$ cat src/rtl/meas_pkg.sv
// Shared definitions for the phase-counting measurement controllers.
package meas_pkg;

  localparam int CNT_WIDTH = 32;
  localparam int PHASES    = 4;

  typedef enum logic [2:0] {
    IDLE,
    CLEAR,
    GATE,
    SETTLE,
    WAIT_VALID,
    LOCK,
    CAPTURE,
    RESULT
  } duty_ctrl_state_t;

endpackage

$ cat src/rtl/meas_timer.sv
// Loadable down-counter; done is high while the count sits at zero.
module meas_timer #(
  parameter int WIDTH = 32
) (
  input  logic             clk,
  input  logic             rst,
  input  logic             load,
  input  logic [WIDTH-1:0] load_val,
  output logic             done
);

  logic [WIDTH-1:0] count;

  always_ff @(posedge clk) begin
    if (rst) begin
      count <= '0;
    end else if (load) begin
      count <= load_val;
    end else if (count != '0) begin
      count <= count - WIDTH'(1);
    end
  end

  assign done = (count == '0);

endmodule

$ cat src/rtl/duty_meas_ctrl.sv
// Duty measurement sequencer: clears and gates the phase counter, locks it,
// captures the clamped high count and offers it to the host.
module duty_meas_ctrl #(
  parameter int CNT_WIDTH      = meas_pkg::CNT_WIDTH,
  parameter int GATE_CYCLES    = 1000,
  parameter int CLR_CYCLES     = 4,
  parameter int SETTLE_CYCLES  = 8,
  parameter int TIMEOUT_CYCLES = 256
) (
  input  logic                 clk,
  input  logic                 rst,
  input  logic                 start,
  output logic                 busy,
  output logic                 meas_rst,
  output logic                 gate,
  input  logic                 cnt_valid,
  output logic                 cnt_lock,
  input  logic [CNT_WIDTH-1:0] duty_cnt,
  output logic [CNT_WIDTH-1:0] high_cnt,
  output logic [CNT_WIDTH-1:0] period_cnt,
  output logic                 result_valid,
  input  logic                 result_ready,
  output logic                 timeout_err,
  output logic                 range_err
);

  import meas_pkg::*;

  localparam logic [CNT_WIDTH-1:0] PERIOD =
    CNT_WIDTH'(longint'(PHASES) * longint'(GATE_CYCLES));

  // Timer is loaded with N-1 so each timed state lasts exactly N cycles.
  localparam logic [CNT_WIDTH-1:0] CLR_LOAD     = CNT_WIDTH'(CLR_CYCLES - 1);
  localparam logic [CNT_WIDTH-1:0] GATE_LOAD    = CNT_WIDTH'(GATE_CYCLES - 1);
  localparam logic [CNT_WIDTH-1:0] SETTLE_LOAD  = CNT_WIDTH'(SETTLE_CYCLES - 1);
  localparam logic [CNT_WIDTH-1:0] TIMEOUT_LOAD = CNT_WIDTH'(TIMEOUT_CYCLES - 1);

  duty_ctrl_state_t state, next_state;
  logic                 timer_load;
  logic [CNT_WIDTH-1:0] timer_val;
  logic                 timer_done;
  logic                 over_range;

  assign period_cnt = PERIOD;
  assign over_range = (duty_cnt > PERIOD);

  meas_timer #(.WIDTH(CNT_WIDTH)) u_timer (
    .clk      (clk),
    .rst      (rst),
    .load     (timer_load),
    .load_val (timer_val),
    .done     (timer_done)
  );

  always_ff @(posedge clk) begin
    if (rst) begin
      state <= IDLE;
    end else begin
      state <= next_state;
    end
  end

  always_comb begin
    next_state = state;
    timer_val  = '0;
    case (state)
      IDLE:       if (start) next_state = CLEAR;
      CLEAR:      if (timer_done) next_state = GATE;
      GATE:       if (timer_done) next_state = SETTLE;
      SETTLE:     if (timer_done) next_state = WAIT_VALID;
      WAIT_VALID: begin
        if (cnt_valid) begin
          next_state = LOCK;
        end else if (timer_done) begin
          next_state = RESULT;
        end
      end
      LOCK:       next_state = CAPTURE;
      CAPTURE:    next_state = RESULT;
      RESULT:     if (result_ready) next_state = IDLE;
      default:    next_state = IDLE;
    endcase
    timer_load = (next_state != state);
    case (next_state)
      CLEAR:      timer_val = CLR_LOAD;
      GATE:       timer_val = GATE_LOAD;
      SETTLE:     timer_val = SETTLE_LOAD;
      WAIT_VALID: timer_val = TIMEOUT_LOAD;
      default:    timer_val = '0;
    endcase
  end

  // Outputs decode the next state so they change on the same edge as the state.
  always_ff @(posedge clk) begin
    if (rst) begin
      busy         <= 1'b0;
      meas_rst     <= 1'b0;
      gate         <= 1'b0;
      cnt_lock     <= 1'b0;
      result_valid <= 1'b0;
      timeout_err  <= 1'b0;
      range_err    <= 1'b0;
      high_cnt     <= '0;
    end else begin
      busy         <= (next_state != IDLE);
      meas_rst     <= (next_state == CLEAR);
      gate         <= (next_state == GATE);
      cnt_lock     <= (next_state == LOCK) || (next_state == CAPTURE);
      result_valid <= (next_state == RESULT);
      if (state == IDLE && start) begin
        timeout_err <= 1'b0;
        range_err   <= 1'b0;
      end
      if (state == WAIT_VALID && !cnt_valid && timer_done) begin
        timeout_err <= 1'b1;
        high_cnt    <= '0;
      end
      if (state == CAPTURE) begin
        high_cnt  <= over_range ? PERIOD : duty_cnt;
        range_err <= over_range;
      end
    end
  end

endmodule

$ cat config.mk
export PLATFORM = sky130hd
export DESIGN_NAME = duty_meas_ctrl
export DESIGN_NICKNAME = d
export VERILOG_FILES = /design/src/rtl/meas_pkg.sv /design/src/rtl/meas_timer.sv /design/src/rtl/duty_meas_ctrl.sv
export SDC_FILE = /design/constraint.sdc
export NUM_CORES = 1
export LEC_CHECK = 0
export ABC_AREA = 1
export ABC_CLOCK_PERIOD_IN_PS = 2300
export BUFFER_PORTS_ARGS = -buffer_cell sky130_fd_sc_hd__clkbuf_2
export CAP_MARGIN = 30
export CORE_AREA = 10 10 119 78
export DETAILED_ROUTE_END_ITERATION = 16
export DIE_AREA = 0 0 129 88
export HOLD_SLACK_MARGIN = 0.02
export PLACE_DENSITY = 0.78
export SLEW_MARGIN = 0
export SYNTH_ARGS = -nofsm -noshare
export SYNTH_HDL_FRONTEND = slang
export SYNTH_SLANG_ARGS = --single-unit
$ cat constraint.sdc
create_clock -name clk -period 2.3 [get_ports clk]
set_input_delay 0.46 -clock clk [delete_from_list [all_inputs] [get_ports clk]]
set_output_delay 0.46 -clock clk [all_outputs]
set_load 0.05 [all_outputs]
==> impl_metrics.yaml <==
yosys:
  seq_area_frac_synth: 0.415
  netlist_instances: 474
  postSynthAreaPerCell_sq_um: 7.53
  yosysUniqueCellTypes: 32
  syn_area_sq_um: 3570
  synth_seq_cells: 74
  synth.yosys.warnings: 0
grt:
  grt_max_degree: 37
  grt_pass1_wl_mm: 14.9
  antenna_found_initial: 0
  grt_use_total: 0.160
  grt_overflow: 0
  grt_pass1_vias: 3151
timing:
  holdWs_ns: 0.380
  tightest_slew_ns: 0.635
  maxSlewViolCount: 0
  setup_viol: 0
  fmax_mhz: 465
  layout_setup_ws_ns: 0.151
  max_slew_margin: 0.573
  finClkSkew_ns: 0.00611
  finalHoldViolations: 0
  period_share: 0.934
  min_period_ns: 2.15
power:
  power_frac_comb: 0.576
  p_total_mw: 7.42
  powerDensity_nw_per_um2: 1730
  seqPwrFrac: 0.247
  switchingPower_mw: 3.63
  p_leak_nw: 1.99
  peakVddDrop_uv: 725
  intPower_mw: 3.79
  sw_frac_of_total: 0.490
  p_clk_frac: 0.177
place:
  pre_cts_ws_ns: 0.0335
  io_buffer_count: 75
  hpwlAfterDp_mm: 6.96
  place_area_sq_um: 3920
  gp_congestion: 0.932
min_path:
  worstHoldEndpoint: "high_cnt[2]"
  hp-start: "duty_cnt[2]"
  hold_path.class: "in2reg"
  hold_depth: 3
die:
  die_height_um: 88
  initial_core_util: 0.504
  die_x_um: 129
  placeableCoreArea_sq_um: 7090
  num_rows: 24
  io_pins: 108
  die_area_sq_um: 11400
cells_and_area:
  fillers: 599
  num_antenna_cells: 0
  fin_area_sq_um: 4290
  register_area_sq_um: 1480
  drive_above_1_share: 0.250
  final_nets: 596
  areaGrowthSynthToFinish_pct: 20.3
  multi_input_area_sq_um: 1850
clock_network:
  cts.path.max_buffers: 2
  numClockSinks: 74
  cts_max_level: 3
  numCtsBuffers: 9
  clk_pin_slew_ns: 0.06
  clock-root-buffer: "clkbuf_16"
  cts_tree: "yes"
  clk-insertion-delay-late_ns: 0.33
setup_path:
  path_depth: 14
  cp_cell_sequence: "inv_1, ha_4, nand2_2, nor2_4, nand2_2, nor2_4, o21ai_1, nand3_4, nand2_4, nand2_4, nand2_8, inv_4, o21ai_0, a21oi_1"
  cpLargestDelayFamily: "simple AND/OR/NAND/NOR gates"
  crit_slowest_cell: "dfxtp_1"
  worstPathRequired_ns: 2.55
  r2r_cells: 14
  r2r-start: "u_timer.count[1]"
  crit_start: "u_timer.count[1]"
  crit_path_start_kind: "flip-flop"
  critical_path_class: "reg2reg"
  r2r_setup_slack_ns: 0.15
  path_buf_inv: 2
  worstPathArrival_ns: 2.40
  end_kind: "flip-flop"
  cpPeakStageDelay_ns: 0.33
  crit_fanout: 8
  rr_endpoint: "u_timer.count[0]"
detailed_routing:
  wirelength_mm: 9.41
  via_count: 3309
  drc: 0
  drt_iter0_drc: 367
  post_drt_wl_per_cell_um: 14.4
  dr.pass1.iters: 5
  avgViaCountPerCell: 5.06
  antenna_left: 0
flow_run:
  maxCapViolCount: 0
run_status:
  status: "finished, final reports clean"
==> sequential cells by signal, indices dropped and copies added (netlist names) <==
register and cells:
high_cnt 32, u_timer.count 32, state 3, busy 1, cnt_lock 1, gate 1, meas_rst 1, range_err 1
result_valid 1, timeout_err 1
==> power by group through the flow <==
stage                     clock network [mW]  logic (mW)  registers (mW)
after floorplan                            0        3.11            1.84
after global placement                     0        3.80            1.84
after detailed placement                   0        3.89            1.84
after CTS                               1.33        3.93            1.82
after global routing                    1.39        4.70            1.87
final                                   1.31        4.27            1.83
==> cell families after synthesis <==
family | share of synthesized area
compound gates | 0.0621
xor+xnor | 0.0736
buf+inv | 0.115
flops | 0.415
simple gates | 0.329
other cells | 0.00210
fa+ha+maj | 0.00351
==> through the flow <==
step                TNS [ns]  instances   util
floorplan                  0        504      -
global placement           0        633  0.553
detailed placement         0        633  0.553
CTS                        0        649  0.594
global route         -0.0480        654  0.606
finish                     0        654  0.606
==> worst min-delay path: stages <==
cell and delay (ns):
clkbuf_2 0.09, nand2_1 0.06, a21oi_1 0.05
==> worst max path at each step <==
stage / endpoint
floorplan: u_timer.count[22]
global placement: u_timer.count[29]
detailed placement: u_timer.count[26]
CTS: u_timer.count[26]
global route: u_timer.count[2]
finish: u_timer.count[0]
==> layout make-up <==
type                       count  share of cell area
inverter                      30              0.0268
sequential                    74               0.345
multi-input combinational    358               0.430
tap                           91              0.0265
timing repair buffer          85               0.105
clock inverter                 6              0.0114
clock buffer                  10              0.0557
==> synthesized netlist by cell type <==
| cell | n | area share |
|---|---|---|
| nand2_1 | 90 | 0.095 |
| nor2_1 | 77 | 0.081 |
| dfxtp_1 | 74 | 0.42 |
| buf_4 | 32 | 0.067 |
| inv_1 | 27 | 0.028 |
| a21oi_1 | 24 | 0.034 |
| nand3_1 | 20 | 0.028 |
| xor2_1 | 18 | 0.044 |
| nor2_2 | 14 | 0.025 |
| nor3_1 | 13 | 0.018 |
| o21ai_0 | 12 | 0.017 |
| xnor2_1 | 12 | 0.029 |
| nor4_1 | 11 | 0.019 |
| nand4_1 | 8 | 0.014 |
| clkbuf_1 | 6 | 0.0063 |
| nand2_2 | 5 | 0.0088 |
| buf_2 | 4 | 0.0056 |
| nand2_4 | 4 | 0.013 |
| o21ai_1 | 4 | 0.0056 |
| nor2_4 | 3 | 0.0095 |
| conb_1 | 2 | 0.0021 |
| inv_2 | 2 | 0.0021 |
| nand3_2 | 2 | 0.0056 |
| nor3_2 | 2 | 0.0056 |
| a211oi_1 | 1 | 0.0021 |
| a31oi_1 | 1 | 0.0018 |
| buf_6 | 1 | 0.0032 |
| ha_1 | 1 | 0.0035 |
| inv_4 | 1 | 0.0018 |
| nand3_4 | 1 | 0.0049 |
| o31ai_1 | 1 | 0.0021 |
| or4_1 | 1 | 0.0021 |
==> per-layer routing <==
metal	vias to the layer above	track usage	wire length [um]
li1	1632	-	-
met1	1512	0.199	3950
met2	155	0.263	4450
met3	10	0.0525	914
met4	0	0.0432	89
met5	-	0	0
==> cell usage in the layout (no fill, tap or decap), types with 2 or more instances in the layout <==
cell type | netlist | final
xnor2_1 | 12 | 12
nand3_1 | 20 | 19
a21oi_1 | 24 | 24
nand2_8 | 0 | 2
nor3_2 | 2 | 2
nor2_4 | 3 | 3
clkbuf_2 | 0 | 75
o21ai_0 | 12 | 12
inv_1 | 27 | 27
nand4_1 | 8 | 8
dfxtp_1 | 74 | 74
nand2_1 | 90 | 90
xor2_1 | 18 | 18
clkinvlp_4 | 0 | 3
inv_6 | 0 | 2
nor4_1 | 11 | 11
conb_1 | 2 | 32
o21ai_1 | 4 | 3
nand2_2 | 5 | 5
nor2_2 | 14 | 16
nand2_4 | 4 | 3
buf_4 | 32 | 10
nor2_1 | 77 | 75
inv_2 | 2 | 2
nand3_2 | 2 | 3
nor3_1 | 13 | 13
clkbuf_16 | 0 | 9
==> repair_timing <==
item                       4_1_cts  5_1_grt
setup endpoints to repair        0       27
resized for setup                0        8
buffers inserted                 0        4
hold buffers                     0        0
Note: power is estimated with default switching activity, not from simulation.
